`config.mk`:
```
export PLATFORM = sky130hd
export DESIGN_NAME = alu_sequencer
export DESIGN_NICKNAME = d
export VERILOG_FILES = /design/src/rtl/alu_sequencer.sv
export SDC_FILE = /design/constraint.sdc
export NUM_CORES = 1
export LEC_CHECK = 0
export ABC_AREA = 1
export CORE_AREA = 2 2 124 126
export CTS_CLUSTER_SIZE = 14
export DETAILED_ROUTE_END_ITERATION = 12
export DIE_AREA = 0 0 126 128
export GPL_ROUTABILITY_DRIVEN = 0
export GPL_TIMING_DRIVEN = 0
export MAX_ROUTING_LAYER = met4
export PLACE_DENSITY = 0.5
export SLEW_MARGIN = 20
export SYNTH_ARGS = -nofsm -noshare
export SYNTH_HDL_FRONTEND = slang
export SYNTH_SLANG_ARGS = --single-unit
export TNS_END_PERCENT = 20
```
`constraint.sdc`:
```
create_clock -name clk -period 4.5 [get_ports clk]
set_clock_uncertainty 0.2 [all_clocks]
set_input_delay 0.675 -clock clk [delete_from_list [all_inputs] [get_ports clk]]
set_output_delay 0.675 -clock clk [all_outputs]
set_load 0.05 [all_outputs]
```
`src/rtl/alu_sequencer.sv`:
```
// alu_sequencer: three-state instruction sequencer for the 8-bit ALU.
// Holds a 4-entry register file, issues operands/opcodes to an external
// combinational ALU, and writes back the result and status flags.
// Optional feature macro: STICKY_OVF_EN (sticky overflow flag + CLRV opcode).
module alu_sequencer #(
    parameter int unsigned          DATA_W  = 8,
    parameter logic [DATA_W-1:0]    REG_RST = '0
) (
    input  logic              clk,
    input  logic              rst_n,
    input  logic              instr_valid,
    output logic              instr_ready,
    input  logic [15:0]       instr,
    output logic [3:0]        alu_op,
    output logic [DATA_W-1:0] alu_a,
    output logic [DATA_W-1:0] alu_b,
    input  logic [DATA_W-1:0] alu_result,
    input  logic              alu_zero,
    input  logic              alu_carry,
    input  logic              alu_overflow,
    output logic              flag_z,
    output logic              flag_c,
    output logic              flag_v,
    output logic              flag_sv,
    output logic              done,
    input  logic [1:0]        dbg_sel,
    output logic [DATA_W-1:0] dbg_data
);

    localparam int unsigned NUM_REGS = 4;
    localparam logic [3:0]  OP_SUB   = 4'h1;
    localparam logic [3:0]  OP_LDI   = 4'h8;
    localparam logic [3:0]  OP_MOV   = 4'h9;
    localparam logic [3:0]  OP_CMP   = 4'hA;
    localparam logic [3:0]  OP_CLRV  = 4'hB;
    localparam logic [3:0]  OP_NONE  = 4'hF;

    typedef enum logic [1:0] {
        S_IDLE = 2'd0,
        S_EXEC = 2'd1,
        S_DONE = 2'd2
    } state_t;

    state_t            r_state;
    logic [3:0]        r_op;
    logic [1:0]        r_rd;
    logic [1:0]        r_rs;
    logic [DATA_W-1:0] r_imm;
    logic [DATA_W-1:0] r_regs [NUM_REGS];
    logic              r_ready;
    logic              r_done;
    logic [3:0]        r_alu_op;
    logic [DATA_W-1:0] r_alu_a;
    logic [DATA_W-1:0] r_alu_b;
    logic              r_z;
    logic              r_c;
    logic              r_v;
    logic              r_sv;

    logic              w_accept;
    logic [3:0]        w_opc;
    logic [1:0]        w_rd;
    logic [1:0]        w_rs;
    logic [3:0]        w_issue_op;

    assign w_accept = instr_valid && r_ready;
    assign w_opc    = instr[15:12];
    assign w_rd     = instr[11:10];
    assign w_rs     = instr[9:8];

    // ALU opcode issued for an incoming instruction (CMP reuses SUB)
    always_comb begin
        w_issue_op = OP_NONE;
        if (!w_opc[3]) begin
            w_issue_op = w_opc;
        end else if (w_opc == OP_CMP) begin
            w_issue_op = OP_SUB;
        end
    end

    // Sequencer FSM, register file, flags and registered outputs
    always_ff @(posedge clk or negedge rst_n) begin
        if (!rst_n) begin
            r_state  <= S_IDLE;
            r_op     <= OP_NONE;
            r_rd     <= 2'd0;
            r_rs     <= 2'd0;
            r_imm    <= '0;
            r_ready  <= 1'b1;
            r_done   <= 1'b0;
            r_alu_op <= OP_NONE;
            r_alu_a  <= '0;
            r_alu_b  <= '0;
            r_z      <= 1'b0;
            r_c      <= 1'b0;
            r_v      <= 1'b0;
            r_sv     <= 1'b0;
            for (int i = 0; i < NUM_REGS; i++) begin
                r_regs[i] <= REG_RST;
            end
        end else begin
            case (r_state)
                S_IDLE: begin
                    if (w_accept) begin
                        r_op     <= w_opc;
                        r_rd     <= w_rd;
                        r_rs     <= w_rs;
                        r_imm    <= DATA_W'(instr[7:0]);
                        r_alu_op <= w_issue_op;
                        r_alu_a  <= r_regs[w_rd];
                        r_alu_b  <= r_regs[w_rs];
                        r_ready  <= 1'b0;
                        r_state  <= S_EXEC;
                    end
                end
                S_EXEC: begin
                    // writeback and flag capture at the end of the execute cycle
                    if (!r_op[3] || (r_op == OP_CMP)) begin
                        if (!r_op[3]) begin
                            r_regs[r_rd] <= alu_result;
                        end
                        r_z <= alu_zero;
                        r_c <= alu_carry;
                        r_v <= alu_overflow;
`ifdef STICKY_OVF_EN
                        if (alu_overflow) begin
                            r_sv <= 1'b1;
                        end
`endif
                    end else if (r_op == OP_LDI) begin
                        r_regs[r_rd] <= r_imm;
                        r_z          <= (r_imm == '0);
                    end else if (r_op == OP_MOV) begin
                        r_regs[r_rd] <= r_regs[r_rs];
                    end else if (r_op == OP_CLRV) begin
`ifdef STICKY_OVF_EN
                        r_sv <= 1'b0;
`endif
                    end
                    r_alu_op <= OP_NONE;
                    r_done   <= 1'b1;
                    r_state  <= S_DONE;
                end
                S_DONE: begin
                    r_done  <= 1'b0;
                    r_ready <= 1'b1;
                    r_state <= S_IDLE;
                end
                default: begin
                    r_done   <= 1'b0;
                    r_ready  <= 1'b1;
                    r_alu_op <= OP_NONE;
                    r_state  <= S_IDLE;
                end
            endcase
        end
    end

    assign instr_ready = r_ready;
    assign done        = r_done;
    assign alu_op      = r_alu_op;
    assign alu_a       = r_alu_a;
    assign alu_b       = r_alu_b;
    assign flag_z      = r_z;
    assign flag_c      = r_c;
    assign flag_v      = r_v;
`ifdef STICKY_OVF_EN
    assign flag_sv     = r_sv;
`else
    assign flag_sv     = 1'b0;
`endif
    assign dbg_data    = r_regs[dbg_sel];

endmodule

```
; ---- After elaboration in Yosys (flattened, before gate mapping)
; Cells that the tools add are included.
[classes]
magnitude_cmp = 6
eq_ne = 8
muxes = 32
bitwise_logic = 7
reduce_logical = 14
[op_table]
columns = cell, n
row1 = 2-to-1 mux 32 bit, 4
row2 = bitwise mux 32 bit, 3
row3 = 2-to-1 mux 8 bit, 9
row4 = binary-select mux 8 bit (select 2 bit), 4
row5 = demux 8 bit (select 2 bit), 1
row6 = == test 4 bit (second input constant), 4
row7 = >= comparator 3 bit (second input constant), 5
row8 = inverter 2 -> 3 bit, 5
row9 = 2-to-1 mux 4 bit, 3
row10 = AND reduction 2 bit, 5
row11 = zero test 8 bit, 1
row12 = case mux 4 bit (2 select lines), 1
row13 = != test 2 bit (second input constant), 2
row14 = case mux 1 bit (2 select lines), 2
row15 = case mux 2 bit (2 select lines), 1
row16 = less-than comparator 3 x 1 -> 1 bit (second input constant), 1
row17 = 2-to-1 mux 1 bit, 3
row18 = AND reduction 3 bit, 1
row19 = nonzero test 3 bit, 1
row20 = == test 2 x 1 -> 1 bit (second input constant), 1
row21 = == test 2 bit (second input constant), 1
row22 = logical AND 1 bit, 2
row23 = zero test 2 bit, 1
row24 = 2-to-1 mux 2 bit, 1
row25 = other kinds (4), 5
[totals]
reg_bits = 75
input_bits = 32
output_inout_bits = 34
word_cells = 84

; ---- Depth between registers and ports, before layout
; Gate-level depths: netlist of the first run.
[depth]
word_depth = 9
mapped_depth = 9
depth_no_buf = 8

; ---- Least setup slack after synthesis of the first run
; No wires, ideal clock.
[synth_timing]
kind = input-to-output
start = input dbg_sel[0]
end = output dbg_data[0]
t_arrival_ns = 2.045
required_time_ns = 3.625
slack_ns = 1.580
path_stages = 5
path_buffers = 2
cell_sequence = buf_2 inv_2 clkbuf_1 a21oi_1 a21oi_1
[synth_between]
elab_chain_cells = 4
[synth_lines]
columns = item, line
row1 = "start, declared", 26  ; input logic [1:0] dbg_sel,
row2 = inverter 2 -> 3 bit (not written as such), 172  ; assign dbg_data = r_regs[dbg_sel];
row3 = binary-select mux 8 bit (select 2 bit), 172
row4 = 2-to-1 mux 8 bit (not written as such) (2 in a row), 172
row5 = "end, declared", 27  ; output logic [DATA_W-1:0] dbg_data
; No other way between the ends. The select of a mux whose other input is x is not followed.

; ---- Final worst setup path of the first run
[layout_timing]
start = input dbg_sel[1]
end = output dbg_data[6]
; Same word-level chain as after synthesis.

==> impl_metrics.env, run 1 <==
export IMPL_num_vias=4253
export IMPL_core_region_area_um2=14900
export IMPL_drive_above_1_share=0.109
export IMPL_cts_resized_gates=0
export IMPL_num_fill_cells=1555
export IMPL_num_antenna_cells=0
export IMPL_reg2reg_from="r_state[1]"
export IMPL_report_final_hold_viol_count=0
export IMPL_postCtsHoldBufs=0
export IMPL_wl_mm=13.4
export IMPL_post_drt_wl_per_cell_um=15.5
export IMPL_worst_path_max_fanout=10
export IMPL_cts_made_buffers=9
export IMPL_run_status="completed"
export IMPL_clock_root_buffer="clkbuf_16"
export IMPL_cts_sinks=75
export IMPL_max_clock_path_buffers=2
export IMPL_post_route_period_util=0.819
export IMPL_pin_count_of_the_biggest_net_entering_global_routing=41
export IMPL_cp_arrival_ns=2.81
export IMPL_antenna_found_initial=0
export IMPL_final_seq_area_um2=1890
export IMPL_leading_area_contributor_after_synthesis="dfrtp_1"
export IMPL_irDropWorstVdd_uv=224
export IMPL_first_pass_grt_wire_length_mm=21.7
export IMPL_route_antenna_remaining_nets=0
export IMPL_finish_net_count=704
export IMPL_multi_input_combinational_cell_area_um2=2090
export IMPL_maxSlewViolCount=0
export IMPL_synth_top_area_frac=0.378
export IMPL_hold_path_class="input pin to async pin"
export IMPL_rr_worst_depth=5
export IMPL_path_clk_slew_ns=0.06
export IMPL_die_h_um=128
export IMPL_warnings_synthesis=0
export IMPL_gr_total_overflow=0
export IMPL_syn_instance_count=599
export IMPL_chipWidth_um=126
export IMPL_crit_path_start_kind="input pin"
export IMPL_r2r_slack_ns=2.75
export IMPL_die_area_um2=16100
export IMPL_post_route_drc_count=0
export IMPL_stdcell_count=865
export IMPL_crit_required_ns=3.62
export IMPL_postCtsSetupBuffers=0
export IMPL_dr_pass1_iters=6
export IMPL_power_per_cell_area_nw_per_um2=773
export IMPL_htreeDepth=3
export IMPL_dp_cells=849
export IMPL_power_leakage_uw=0.00259
export IMPL_worst_setup_path_start="dbg_sel[1]"
export IMPL_pin_count=66
export IMPL_row_count=45
export IMPL_max_clock_freq_mhz=271
export IMPL_timing_final_setup_violations=0
export IMPL_port_buffers=61
export IMPL_cp_capture_type="output pin"
export IMPL_detail_route_iter0_violations=343
export IMPL_syn2layout_area_growth_pct=27.6
export IMPL_max_slew_worst_pin_slew_ns=0.527
export IMPL_max_cap_violations=0
export IMPL_synth_yosys_seq_area_share=0.432
export IMPL_dp_hpwl_mm=10.2
export IMPL_layout_min_cycle_time_ns=3.68
export IMPL_largest_cells_by_area_after_synthesis="dfrtp_1 (38%), nand2_1 (15%), a21oi_1 (8.2%)"
export IMPL_post_drt_via_cell_ratio=4.92
export IMPL_net_count_after_synthesis=631
export IMPL_insertion_delay_to_the_later_sink_of_the_worst_skew_pair_ns=0.34
export IMPL_post_synthesis_mean_instance_area_um2=7.30
export IMPL_initial_core_utilization=0.294
export IMPL_critical_path_class="input pin to output pin"
export IMPL_grt_setup_unrepaired="false"
export IMPL_synth_distinct_cells=30
export IMPL_tritoncts="yes"
export IMPL_slew_limit_headroom=0.649
export IMPL_synth_cell_area_um2=4370
export IMPL_crit_path_end="dbg_data[6]"
export IMPL_reg2reg_to="r_imm[6]"
export IMPL_fin_util=0.375
export IMPL_groute_usage_overall=0.175
export IMPL_ys_seq_elements=75
export IMPL_first_global_vias=4074
-- cell usage after synthesis --
| library cell | count |
|---|---|
| a31oi_1 | 11 |
| a21oi_1 | 72 |
| nand3_2 | 1 |
| o21bai_1 | 1 |
| clkbuf_1 | 9 |
| o211ai_1 | 5 |
| inv_1 | 49 |
| or2_2 | 1 |
| inv_2 | 8 |
| buf_1 | 1 |
| buf_2 | 11 |
| nand4_1 | 1 |
| nand2_4 | 1 |
| a211oi_1 | 3 |
| dfstp_2 | 9 |
| buf_6 | 6 |
| o21ai_0 | 36 |
| a21oi_2 | 1 |
| nand2_2 | 8 |
| nor2_1 | 36 |
| conb_1 | 1 |
| nand3_1 | 51 |
| dfrtp_1 | 66 |
| nand3_4 | 4 |
| nor2_8 | 3 |
| o21ai_1 | 19 |
| nand2_1 | 180 |
| buf_4 | 3 |
| o21ai_4 | 1 |
| nor2_2 | 1 |
-- power by group --
part | switching [uW] | total, uW | internal, uW
logic | 1420 | 2120 | 695
registers | 317 | 1350 | 1030
clock network | 290 | 848 | 558
-- stage by stage --
step / instance area (um2) / hold WS (ns) / setup TNS, ns / setup slack [ns] / total power, uW
after floorplan: 4370 / 0.179 / 0 / 1.58 / 2780
after global placement: 5220 / 0.261 / -14.62 / -0.226 / 3440
after detailed placement: 5240 / 0.271 / 0 / 0.814 / 3470
after CTS: 5580 / 0.108 / 0 / 0.802 / 4330
after global routing: 5580 / 0.134 / 0 / 0.689 / 4610
final: 5580 / 0.0913 / 0 / 0.817 / 4310
-- critical path, cell delays in order --
cell,delay (ns)
clkdlybuf4s50_1,0.40
inv_1,0.16
buf_1,0.37
a21oi_1,0.08
a21oi_1,0.27
clkdlybuf4s50_1,0.85
-- how the worst min path moves through the flow --
stage                 from  endpoint  slack, ns  depth (start not counted)
floorplan            rst_n  alu_a[0]       0.18                          0
global placement    flag_c    flag_c       0.26                          2
detailed placement    done      done       0.27                          2
CTS                  rst_n  alu_a[4]       0.11                          1
global route         rst_n  alu_a[4]       0.13                          1
finish               rst_n  alu_a[4]       0.09                          1
-- placed cells by master, fill, tap and decap left out, drive strengths merged --
cell type / n
bufinv: 3
nand3: 56
o21ai: 56
nand4: 1
inv: 57
buf: 23
clkdlybuf4s50: 60
clkbuf: 21
a31oi: 11
o21bai: 1
or2: 1
nand2: 189
conb: 1
dfrtp: 66
o211ai: 5
clkinvlp: 1
nor2: 40
dfstp: 9
a21oi: 73
a211oi: 3
-- cells by family (layout without fill, tap and decap cells) --
family	Yosys count	in the layout	synth area share
AND/OR/NAND/NOR	287	287	0.294
AO/OA/AOI/OAI	149	149	0.182
buffers and inverters	87	165	0.0907
flip-flops	75	75	0.432
other	1	1	0.000858
-- per-layer routing --
| layer | global-route usage | vias up | share of wire |
|---|---|---|---|
| met5 | - | - | 0 |
| met2 | 0.277 | 134 | 0.46 |
| li1 | - | 2109 | - |
| met4 | 0.0621 | 0 | 0.020 |
| met1 | 0.231 | 1986 | 0.47 |
| met3 | 0.0234 | 24 | 0.047 |
-- flip-flops by register name (all words and copies together) (netlist names) --
signal and count:
r_regs 32, alu_a 8, alu_b 8, r_imm 8, alu_op 4, r_op 4, r_rd 2, r_rs 2
r_state 2, done 1, flag_c 1, flag_v 1, flag_z 1, instr_ready 1
-- cell type report --
type / instances / share of cell area
clock buffers: 12 / 0.0442
flip-flops and latches: 75 / 0.338
repair buffers: 62 / 0.113
clock inverters: 4 / 0.0175
well taps: 188 / 0.0422
inverters: 57 / 0.0383
plain buffers: 30 / 0.0327
multi-input cells: 437 / 0.374
(Power assumes the default switching activity.)
==> run 2, diff against run 1 <==
--- a/config.mk
+++ b/config.mk
@@ -13,7 +13,7 @@
 export GPL_ROUTABILITY_DRIVEN = 0
 export GPL_TIMING_DRIVEN = 0
 export MAX_ROUTING_LAYER = met4
-export PLACE_DENSITY = 0.5
+export PLACE_DENSITY = 0.52
 export SLEW_MARGIN = 20
 export SYNTH_ARGS = -nofsm -noshare
 export SYNTH_HDL_FRONTEND = slang
==> constraint.sdc (replaced) <==
create_clock -name clk -period 3.28 [get_ports clk]
set_clock_uncertainty 0.2 [all_clocks]
set_input_delay 0.492 -clock clk [delete_from_list [all_inputs] [get_ports clk]]
set_output_delay 0.492 -clock clk [all_outputs]
set_load 0.05 [all_outputs]
==> impl_metrics.env, run 2 (synthesis gave the netlist of run 1 again) <==
export IMPL_detail_route_iter0_violations=438
export IMPL_die_area_um2=16100
export IMPL_dp_cells=849
export IMPL_cts_made_buffers=9
export IMPL_number_of_flip_flops_under_the_largest_register_name=32
export IMPL_timing_final_setup_violations=0
export IMPL_maxSlewViolCount=0
export IMPL_grt_setup_unrepaired="false"
export IMPL_finish_net_count=705
export IMPL_critical_path_max_stage_delay_ns=0.56
export IMPL_fin_hold_ws_ns=0.278
export IMPL_setup_slack_ns=0.285
export IMPL_cts_sinks=75
export IMPL_htreeDepth=3
export IMPL_chipWidth_um=126
export IMPL_port_buffers=61
export IMPL_report_final_hold_viol_count=0
export IMPL_groute_usage_overall=0.178
export IMPL_top_register="r_regs"
export IMPL_mostFrequentLayoutCell="nand2_1"
export IMPL_antenna_found_initial=0
export IMPL_power_leakage_uw=0.00261
export IMPL_postPlaceCellArea_um2=5240
export IMPL_dr_pass1_iters=5
export IMPL_crit_path_top_delay_cell="dlygate4sd2_1"
export IMPL_cp_capture_type="output pin"
export IMPL_hold_path_class="register to register"
export IMPL_postCtsSetupBuffers=0
export IMPL_dp_slack_ns=-0.0272
export IMPL_tritoncts="yes"
export IMPL_drive_above_1_share=0.112
export IMPL_worst_path_max_fanout=10
export IMPL_worstPathCellList="clkdlybuf4s50_1, inv_1, buf_1, a21oi_1, a21oi_1, dlygate4sd2_1"
export IMPL_wl_mm=13.5
export IMPL_core_region_area_um2=14900
export IMPL_cpMostUsedCell="a21oi_1"
export IMPL_cp_arrival_ns=2.30
export IMPL_pin_count=66
export IMPL_tns_ns=0
export IMPL_num_vias=4270
export IMPL_max_slew_worst_pin_slew_ns=0.516
export IMPL_crit_required_ns=2.59
export IMPL_insertion_delay_to_the_later_sink_of_the_worst_skew_pair_ns=0.34
export IMPL_layout_min_cycle_time_ns=3.00
export IMPL_max_clock_path_buffers=2
export IMPL_slew_limit_headroom=0.655
export IMPL_syn2layout_area_growth_pct=26.8
export IMPL_clock_root_buffer="clkbuf_16"
export IMPL_num_antenna_cells=0
export IMPL_first_pass_grt_wire_length_mm=22.2
export IMPL_crit_path_start_kind="input pin"
export IMPL_initial_core_utilization=0.294
export IMPL_route_antenna_remaining_nets=0
export IMPL_post_drt_wl_per_cell_um=15.6
export IMPL_dp_hpwl_mm=10.2
export IMPL_post_drt_via_cell_ratio=4.93
export IMPL_die_h_um=128
export IMPL_first_global_vias=4243
export IMPL_area_of_all_placed_cells_without_fillers_um2=5540
export IMPL_layout_cells_most_common_list="nand2_1 (180), a21oi_1 (72), dfrtp_1 (66)"
export IMPL_pin_count_of_the_biggest_net_entering_global_routing=42
export IMPL_max_clock_freq_mhz=334
export IMPL_max_cap_violations=0
export IMPL_run_status="completed"
export IMPL_critical_path_class="input pin to output pin"
export IMPL_post_route_period_util=0.913
export IMPL_row_count=45
export IMPL_post_route_drc_count=0
export IMPL_stdcell_count=866
export IMPL_irDropWorstVdd_uv=304
export IMPL_power_per_cell_area_nw_per_um2=1030
export IMPL_path_clk_slew_ns=0.06
export IMPL_gr_total_overflow=0
[run 2: changes by cell type in the layout (fill, tap and decap cells not counted), sizes merged]
cell	change
bufinv	-2
clkinvlp	+1
clkdlybuf4s50	-8
dlymetal6s2s	+4
dlygate4sd2	+4
clkinv	+4
dlygate4sd3	+1
clkbuf	-3
[run 2: worst paths after layout]
kind / from / to / slack [ns] / cells past startpoint
worst max-delay path: dbg_sel[1] / dbg_data[6] / 0.28 / 6
worst min-delay path: flag_c / flag_c / 0.28 / 2
worst max register to register: r_op[1] / r_regs[24] / 1.54 / 7
worst min register to register: flag_c / flag_c / 0.28 / 2
max in group asynchronous: rst_n / r_regs[21] / 1.85 / 3
min in group asynchronous: rst_n / alu_a[4] / 0.44 / 2
[run 2: final cells by class]
class	instances	area [um2]
multi-input cells	437	2090
fillers	1591	9320
plain buffers	30	183
flip-flops and latches	75	1890
well taps	188	235
inverters	57	214
clock inverters	7	68.8
clock buffers	9	225
repair buffers	63	643
[run 2: report_power, final]
part | total, uW | switching, uW | leakage, uW | internal (uW)
Sequential | 1840 | 432 | 0.000867 | 1410
Combinational | 2890 | 1940 | 0.00160 | 942
Clock | 997 | 411 | 0.000141 | 586
Total | 5730 | 2790 | 0.00261 | 2940
[run 2: per-layer routing]
metal,up-vias,track usage,wire [um]
met5,-,-,0
met4,0,0.0737,325
met3,24,0.0230,553
met2,131,0.281,6250
met1,2004,0.233,6410
li1,2111,-,-
[run 2: per-stage QoR]
stage | total power [uW] | utilization
after floorplan | 3810 | -
after global placement | 4690 | 0.351
after detailed placement | 4750 | 0.352
after CTS | 5750 | 0.372
after global routing | 6150 | 0.373
final | 5730 | 0.373
[run 2: worst max-delay path, delay by kind of cell]
family	cells	cell delay, ns
buf+inv	4	1.50
compound gates	2	0.31
[run 2: timing repair]
item | CTS | global route
resized for setup | 4 | 4
hold endpoints to repair | 25 | 0
hold buffers | 1 | 0
setup endpoints to repair | 4 | 4
